===== src/rtl/proc_pkg.sv =====
// proc_pkg: shared widths, field positions, opcodes and state encoding for the Lab 9 processor control unit.
package proc_pkg;
  localparam int PROC_OP_W = 3;
  localparam int PROC_REG_W = 3;
  localparam int PROC_IR_W = PROC_OP_W + 2 * PROC_REG_W;
  localparam int Y_LSB = 0;
  localparam int X_LSB = PROC_REG_W;
  localparam int OP_LSB = 2 * PROC_REG_W;
  localparam logic [PROC_OP_W-1:0] OP_MV = 3'b000;
  localparam logic [PROC_OP_W-1:0] OP_MVI = 3'b001;
  localparam logic [PROC_OP_W-1:0] OP_ADD = 3'b010;
  localparam logic [PROC_OP_W-1:0] OP_SUB = 3'b011;
  typedef enum logic [1:0] {T0 = 2'd0, T1 = 2'd1, T2 = 2'd2, T3 = 2'd3} state_t;
endpackage


===== src/rtl/proc_control_fsm_if.sv =====
// proc_control_fsm_if: instruction/run inputs and datapath enables of the control unit.
// ILLEGAL exists only when PROC_CTRL_ILLEGAL_TRAP_EN is defined.
interface proc_control_fsm_if
  import proc_pkg::*;
#(
  parameter int IR_W = PROC_IR_W,
  parameter int REG_W = PROC_REG_W
);
  localparam int NREGS = 2 ** REG_W;
  logic RUN;
  logic [IR_W-1:0] IR;
  logic IR_WE;
  logic [NREGS-1:0] R_IN;
  logic [NREGS-1:0] R_OUT;
  logic A_IN;
  logic G_IN;
  logic G_OUT;
  logic DIN_OUT;
  logic ADDSUB;
  logic DONE;
`ifdef PROC_CTRL_ILLEGAL_TRAP_EN
  logic ILLEGAL;
  modport master (input RUN, IR, output IR_WE, R_IN, R_OUT, A_IN, G_IN, G_OUT, DIN_OUT, ADDSUB, DONE, ILLEGAL);
  modport slave (output RUN, IR, input IR_WE, R_IN, R_OUT, A_IN, G_IN, G_OUT, DIN_OUT, ADDSUB, DONE, ILLEGAL);
`else
  modport master (input RUN, IR, output IR_WE, R_IN, R_OUT, A_IN, G_IN, G_OUT, DIN_OUT, ADDSUB, DONE);
  modport slave (output RUN, IR, input IR_WE, R_IN, R_OUT, A_IN, G_IN, G_OUT, DIN_OUT, ADDSUB, DONE);
`endif
endinterface


===== src/rtl/reg_sel_dec.sv =====
// reg_sel_dec: REG_W-to-2**REG_W one-hot decoder with enable.
module reg_sel_dec #(
  parameter int REG_W = 3
) (
  input  logic i_en,
  input  logic [REG_W-1:0] i_sel,
  output logic [2**REG_W-1:0] o_dec
);
  localparam int NREGS = 2 ** REG_W;
  assign o_dec = i_en ? ({{(NREGS-1){1'b0}}, 1'b1} << i_sel) : '0;
endmodule


===== src/rtl/proc_control_fsm.sv =====
// proc_control_fsm: T0..T3 control unit decoding III_XXX_YYY into register-file, A, G and bus-mux enables.
// Define PROC_CTRL_ILLEGAL_TRAP_EN to make 1xx opcodes latch a sticky ILLEGAL that blocks further fetches.
module proc_control_fsm
  import proc_pkg::*;
#(
  parameter int IR_W = PROC_IR_W,
  parameter int OP_W = PROC_OP_W,
  parameter int REG_W = PROC_REG_W
) (
  input logic CLK,
  input logic RESETN,
  proc_control_fsm_if.master bus
);
  localparam int NREGS = 2 ** REG_W;
  if (IR_W != OP_W + 2 * REG_W) begin : g_bad_widths
    $error("IR_W must equal OP_W + 2*REG_W");
  end
  state_t r_state, w_next;
  logic [OP_W-1:0] w_op;
  logic [REG_W-1:0] w_x, w_y;
  logic w_trap, w_ir_we, w_rin_en, w_rout_en, w_rout_y;
  logic w_a_in, w_g_in, w_g_out, w_din_out, w_addsub, w_done;
  logic [NREGS-1:0] w_r_in, w_r_out;
  assign w_op = bus.IR[OP_LSB +: OP_W];
  assign w_x = bus.IR[X_LSB +: REG_W];
  assign w_y = bus.IR[Y_LSB +: REG_W];
  always_ff @(posedge CLK) r_state <= !RESETN ? T0 : w_next;
  always_comb begin
    w_next = T0;
    w_ir_we = 1'b0;
    w_rin_en = 1'b0;
    w_rout_en = 1'b0;
    w_rout_y = 1'b0;
    w_a_in = 1'b0;
    w_g_in = 1'b0;
    w_g_out = 1'b0;
    w_din_out = 1'b0;
    w_addsub = 1'b0;
    w_done = 1'b0;
    case (r_state)
      T0: begin
        w_ir_we = bus.RUN & ~w_trap;
        w_next = w_ir_we ? T1 : T0;
      end
      T1: case (w_op)
        OP_MV: begin
          w_rout_en = 1'b1;
          w_rout_y = 1'b1;
          w_rin_en = 1'b1;
          w_done = 1'b1;
        end
        OP_MVI: begin
          w_din_out = 1'b1;
          w_rin_en = 1'b1;
          w_done = 1'b1;
        end
        OP_ADD, OP_SUB: begin
          w_rout_en = 1'b1;
          w_a_in = 1'b1;
          w_next = T2;
        end
        default: w_done = 1'b1;
      endcase
      T2: begin
        w_rout_en = 1'b1;
        w_rout_y = 1'b1;
        w_g_in = 1'b1;
        w_addsub = bus.IR[OP_LSB];
        w_next = T3;
      end
      T3: begin
        w_g_out = 1'b1;
        w_rin_en = 1'b1;
        w_done = 1'b1;
      end
      default: w_next = T0;
    endcase
  end
`ifdef PROC_CTRL_ILLEGAL_TRAP_EN
  logic r_illegal;
  always_ff @(posedge CLK) r_illegal <= RESETN & (r_illegal | (r_state == T1 && w_op[OP_W-1]));
  assign w_trap = r_illegal;
  assign bus.ILLEGAL = RESETN & r_illegal;
`else
  assign w_trap = 1'b0;
`endif
  reg_sel_dec #(.REG_W(REG_W)) u_rin_dec (
    .i_en(RESETN & w_rin_en),
    .i_sel(w_x),
    .o_dec(w_r_in)
  );
  reg_sel_dec #(.REG_W(REG_W)) u_rout_dec (
    .i_en(RESETN & w_rout_en),
    .i_sel(w_rout_y ? w_y : w_x),
    .o_dec(w_r_out)
  );
  // Reset overrides everything combinationally, not just at the next edge.
  assign bus.IR_WE = RESETN & w_ir_we;
  assign bus.R_IN = w_r_in;
  assign bus.R_OUT = w_r_out;
  assign bus.A_IN = RESETN & w_a_in;
  assign bus.G_IN = RESETN & w_g_in;
  assign bus.G_OUT = RESETN & w_g_out;
  assign bus.DIN_OUT = RESETN & w_din_out;
  assign bus.ADDSUB = RESETN & w_addsub;
  assign bus.DONE = RESETN & w_done;
endmodule


===== src/flat_wrapper.sv =====
// flat-port wrapper written by rule: the top's interface ports become plain ports
module proc_control_fsm_flat import proc_pkg::*;
#(
  parameter int IR_W = PROC_IR_W,
  parameter int OP_W = PROC_OP_W,
  parameter int REG_W = PROC_REG_W
)
  (CLK, RESETN, bus_RUN, bus_IR, bus_IR_WE, bus_R_IN, bus_R_OUT, bus_A_IN, bus_G_IN, bus_G_OUT, bus_DIN_OUT, bus_ADDSUB, bus_DONE);
  proc_control_fsm_if #(.IR_W(IR_W), .REG_W(REG_W)) bus_i ();
  input logic CLK;
  input logic RESETN;
  input wire logic [$bits(bus_i.RUN)-1:0] bus_RUN;
  input wire logic [$bits(bus_i.IR)-1:0] bus_IR;
  output wire logic [$bits(bus_i.IR_WE)-1:0] bus_IR_WE;
  output wire logic [$bits(bus_i.R_IN)-1:0] bus_R_IN;
  output wire logic [$bits(bus_i.R_OUT)-1:0] bus_R_OUT;
  output wire logic [$bits(bus_i.A_IN)-1:0] bus_A_IN;
  output wire logic [$bits(bus_i.G_IN)-1:0] bus_G_IN;
  output wire logic [$bits(bus_i.G_OUT)-1:0] bus_G_OUT;
  output wire logic [$bits(bus_i.DIN_OUT)-1:0] bus_DIN_OUT;
  output wire logic [$bits(bus_i.ADDSUB)-1:0] bus_ADDSUB;
  output wire logic [$bits(bus_i.DONE)-1:0] bus_DONE;
  assign bus_i.RUN = bus_RUN;
  assign bus_i.IR = bus_IR;
  assign bus_IR_WE = bus_i.IR_WE;
  assign bus_R_IN = bus_i.R_IN;
  assign bus_R_OUT = bus_i.R_OUT;
  assign bus_A_IN = bus_i.A_IN;
  assign bus_G_IN = bus_i.G_IN;
  assign bus_G_OUT = bus_i.G_OUT;
  assign bus_DIN_OUT = bus_i.DIN_OUT;
  assign bus_ADDSUB = bus_i.ADDSUB;
  assign bus_DONE = bus_i.DONE;
  proc_control_fsm #(.IR_W(IR_W), .OP_W(OP_W), .REG_W(REG_W)) u_core (.CLK(CLK), .RESETN(RESETN), .bus(bus_i));
endmodule

===== config.mk =====
export PLATFORM = sky130hd
export DESIGN_NAME = proc_control_fsm_flat
export DESIGN_NICKNAME = d
export VERILOG_FILES = /design/src/rtl/proc_pkg.sv /design/src/rtl/proc_control_fsm_if.sv /design/src/rtl/reg_sel_dec.sv /design/src/rtl/proc_control_fsm.sv /design/src/flat_wrapper.sv
export SDC_FILE = /design/constraint.sdc
export NUM_CORES = 1
export LEC_CHECK = 0
export BUFFER_PORTS_ARGS = -buffer_cell sky130_fd_sc_hd__buf_2
export CAP_MARGIN = 30
export CORE_MARGIN = 5
export CORE_UTILIZATION = 35
export CTS_BUF_LIST = sky130_fd_sc_hd__clkbuf_8
export CTS_CLUSTER_SIZE = 24
export DETAILED_ROUTE_END_ITERATION = 12
export GPL_ROUTABILITY_DRIVEN = 1
export PLACE_DENSITY = 0.82
export SYNTH_ARGS = -nofsm -noshare
export SYNTH_HDL_FRONTEND = slang
export SYNTH_SLANG_ARGS = --single-unit

===== constraint.sdc =====
create_clock -name CLK -period 1.9 [get_ports CLK]
set_input_delay 0.285 -clock CLK [delete_from_list [all_inputs] [get_ports CLK]]
set_output_delay 0.285 -clock CLK [all_outputs]
set_load 0.01 [all_outputs]

==> flow_summary.yaml <==
critical_path:
  path_max_fanout: 4
  reg2reg_slack_ns: 0.74
  critPathCaptureType: "output port"
  cp.arrival_ns: 1.96
  worstPathRequired_ns: 1.62
  cp-start-kind: "flop"
  worstSetupPathType: "reg -> out"
clock_tree:
  clk_latency_ns: 0.21
  cts_max_path_buffers: 2
  cts_buffers: 3
  clkTransAtPathRegs_ns: 0.03
  cts-root-buf: "clkbuf_8"
  htree_levels: 1
  cts_sinks: 2
  cts_tree: "yes"
floorplan:
  die_w_um: 46.27
  die_y_um: 46.27
  placementRows: 13
  fp.coreArea_sq_mm: 0.001269
  initial_core_util_pct: 36.29
  dieArea_sq_mm: 0.002141
  ioPinCount: 35
finish:
  post_route_cells_drive_above_1_share_pct: 58.88
  reg.largest.list: "u_core.r_state: 2 flops"
  largest-register: "u_core.r_state"
  fillerInstances: 120
  multi_input_area_sq_um: 465.4
  antennaDiodeCount: 0
  largest_reg_flops: 2
  area_growth_pct: 78.53
  num-nets-final: 125
  layout.area.seq_sq_um: 42.54
  utilization_pct: 64.79
outcome:
  violations: "negative setup slack"
  status: "finished, violations left"
logic_synthesis:
  ys_seq_elements: 2
  synth_common_cells: "nor2_1, inv_1, ha_1, nand2b_1"
  synth_area_sq_um: 460.4
  yosys_warnings: 0
  syn-instance-count: 66
  synth_top_area_share_pct: 11.41
  ys_seq_area_share_pct: 8.696
  async_flop_share_pct: 0
  synth_top_area_cell: "nor2_1"
  yosysMostFrequentCell: "nor2_1"
  synthTopCellsByArea: "nor2_1, ha_1, dfxtp_1, nand2b_1, nor4b_4"
  syn-num-nets: 82
  synth-edff-count: 0
  synthDistinctLibCells: 27
  syn_avg_cell_area_sq_um: 6.976
  yosys_most_used_dff: "dfxtp_1"
grt:
  gr-total-overflow: 0
  antenna_found_initial: 0
  grt.total_usage_pct: 15.93
  grt_pass1_wl_mm: 2.511
  grt_max_degree: 13
  grt_pass1_vias: 602
sta:
  rsz0062_at_grt: "true"
  finClkSkew_ns: 0.0001151
  setup_ws_ns: -0.3416
  slew_viol_final: 0
  report.final.hold_viol_count: 0
  max_freq_mhz: 446.1
  setup_viol: 16
  tightest_slew_ns: 0.4417
  relSlewSlack_pct: 70.36
  fin_crit_ns: 2.242
  finalCritPeriodShare_pct: 118.0
  tns_ns: -3.040
drt:
  avgViaCountPerCell: 5.033
  first_iter_violations: 8
  first_pass_iters: 4
  wl_per_cell_um: 12.71
  routed_wl_mm: 1.551
  drcViolationCount: 0
  ant_nets: 0
  routed-via-count: 614
power_and_ir_drop:
  p_leak_nw: 0.4437
  powerDensity_mw_per_mm2: 374.3
  ir_drop_uv: 388.6
placed_design:
  post-place-ws_ns: -0.1914
  post-dp-hpwl_mm: 1.246
  port_buffers: 34
  place.gp.congestion: 0.8319
min_path:
  hp-class: "in -> reg"
job:
  max_cap_viol_count: 0
## worst max-delay path, cell delays in order (launching register included)
cell,delay [ns]
dfxtp_2,0.32
inv_4,0.07
ha_4,0.13
nor4b_4,0.27
a211oi_2,0.13
or4b_4,0.57
nor2b_4,0.14
buf_6,0.10
## metal layers
| layer | track usage, % | vias up | part of all wire [%] |
|---|---|---|---|
| li1 | - | 313 | - |
| met1 | 17.39 | 273 | 38 |
| met2 | 27.47 | 24 | 50 |
| met3 | 2.734 | 4 | 9.3 |
| met4 | 10.80 | 0 | 3.0 |
| met5 | 0 | - | 0 |
## report_power, final
group	internal (mW)	switching, mW	total [mW]
logic	0.0453	0.0505	0.0957
registers	0.0456	0.00323	0.0488
clock network	0.134	0.0296	0.163
## cells by family (layout without fill, tap and decap cells)
kind of cell | Yosys count | count (layout) | synth area share (%)
AOI/OAI and AO/OA | 10 | 10 | 15.22
muxes | 4 | 4 | 9.239
adders and majority gates | 4 | 4 | 10.87
DFF | 2 | 2 | 8.696
buffers and inverters | 6 | 47 | 4.891
and+or+nand+nor | 40 | 40 | 51.08
## cell type report
| cell class | instances | area share (%) |
|---|---|---|
| clock buffers | 3 | 5.023 |
| flip-flops and latches | 2 | 5.175 |
| inverters | 5 | 2.588 |
| well taps | 15 | 2.283 |
| repair buffers | 39 | 28.31 |
| multi-input cells | 58 | 56.62 |
## path summary, 6_finish.rpt
kind / startpoint / endpoint / cells after the start
hold / removal: bus_RUN / u_core.r_state[0]$_SDFF_PN0_ / 3
setup reg to reg: u_core.r_state[1]$_SDFF_PN0_ / u_core.r_state[1]$_SDFF_PN0_ / 6
setup / recovery: u_core.r_state[1]$_SDFF_PN0_ / bus_R_OUT[3] / 7
hold reg to reg: u_core.r_state[1]$_SDFF_PN0_ / u_core.r_state[0]$_SDFF_PN0_ / 2
## metrics by stage
stage / cells / power (mW) / hold WS, ns / cell area [sq um]
detailed placement: 118 / 0.1414 / 0.5785 / 735.7
global route: 122 / 0.3291 / 0.4447 / 822.0
finish: 122 / 0.3077 / 0.3988 / 822.0
floorplan: 66 / 0.1033 / 0.4518 / 520.5
global placement: 118 / 0.1390 / 0.5576 / 735.7
CTS: 122 / 0.3139 / 0.4018 / 822.0
## layout by cell type (no fill, tap or decap), drive strengths merged
| master | n |
|---|---|
| o211ai | 2 |
| or2b | 2 |
| nor4b | 1 |
| a21o | 1 |
| o21ai | 3 |
| mux2i | 2 |
| ha | 4 |
| and3 | 2 |
| nand2 | 3 |
| a211oi | 1 |
| inv | 5 |
| o211a | 1 |
| a21oi | 1 |
| nand3 | 3 |
| nor2b | 4 |
| or4b | 1 |
| clkbuf | 3 |
| mux2 | 2 |
| buf | 39 |
| nand2b | 4 |
| and2b | 1 |
| nor2 | 14 |
| o2111ai | 1 |
| nor3 | 2 |
| dfxtp | 2 |
| and2 | 3 |
## what timing repair did
item,4_1_cts,5_1_grt
hold buffers,0,0
resized for setup,8,0
buffers inserted,1,0
pin swaps,6,2
endpoints found under the setup margin,16,16
Power figures use the tool's default switching activity.
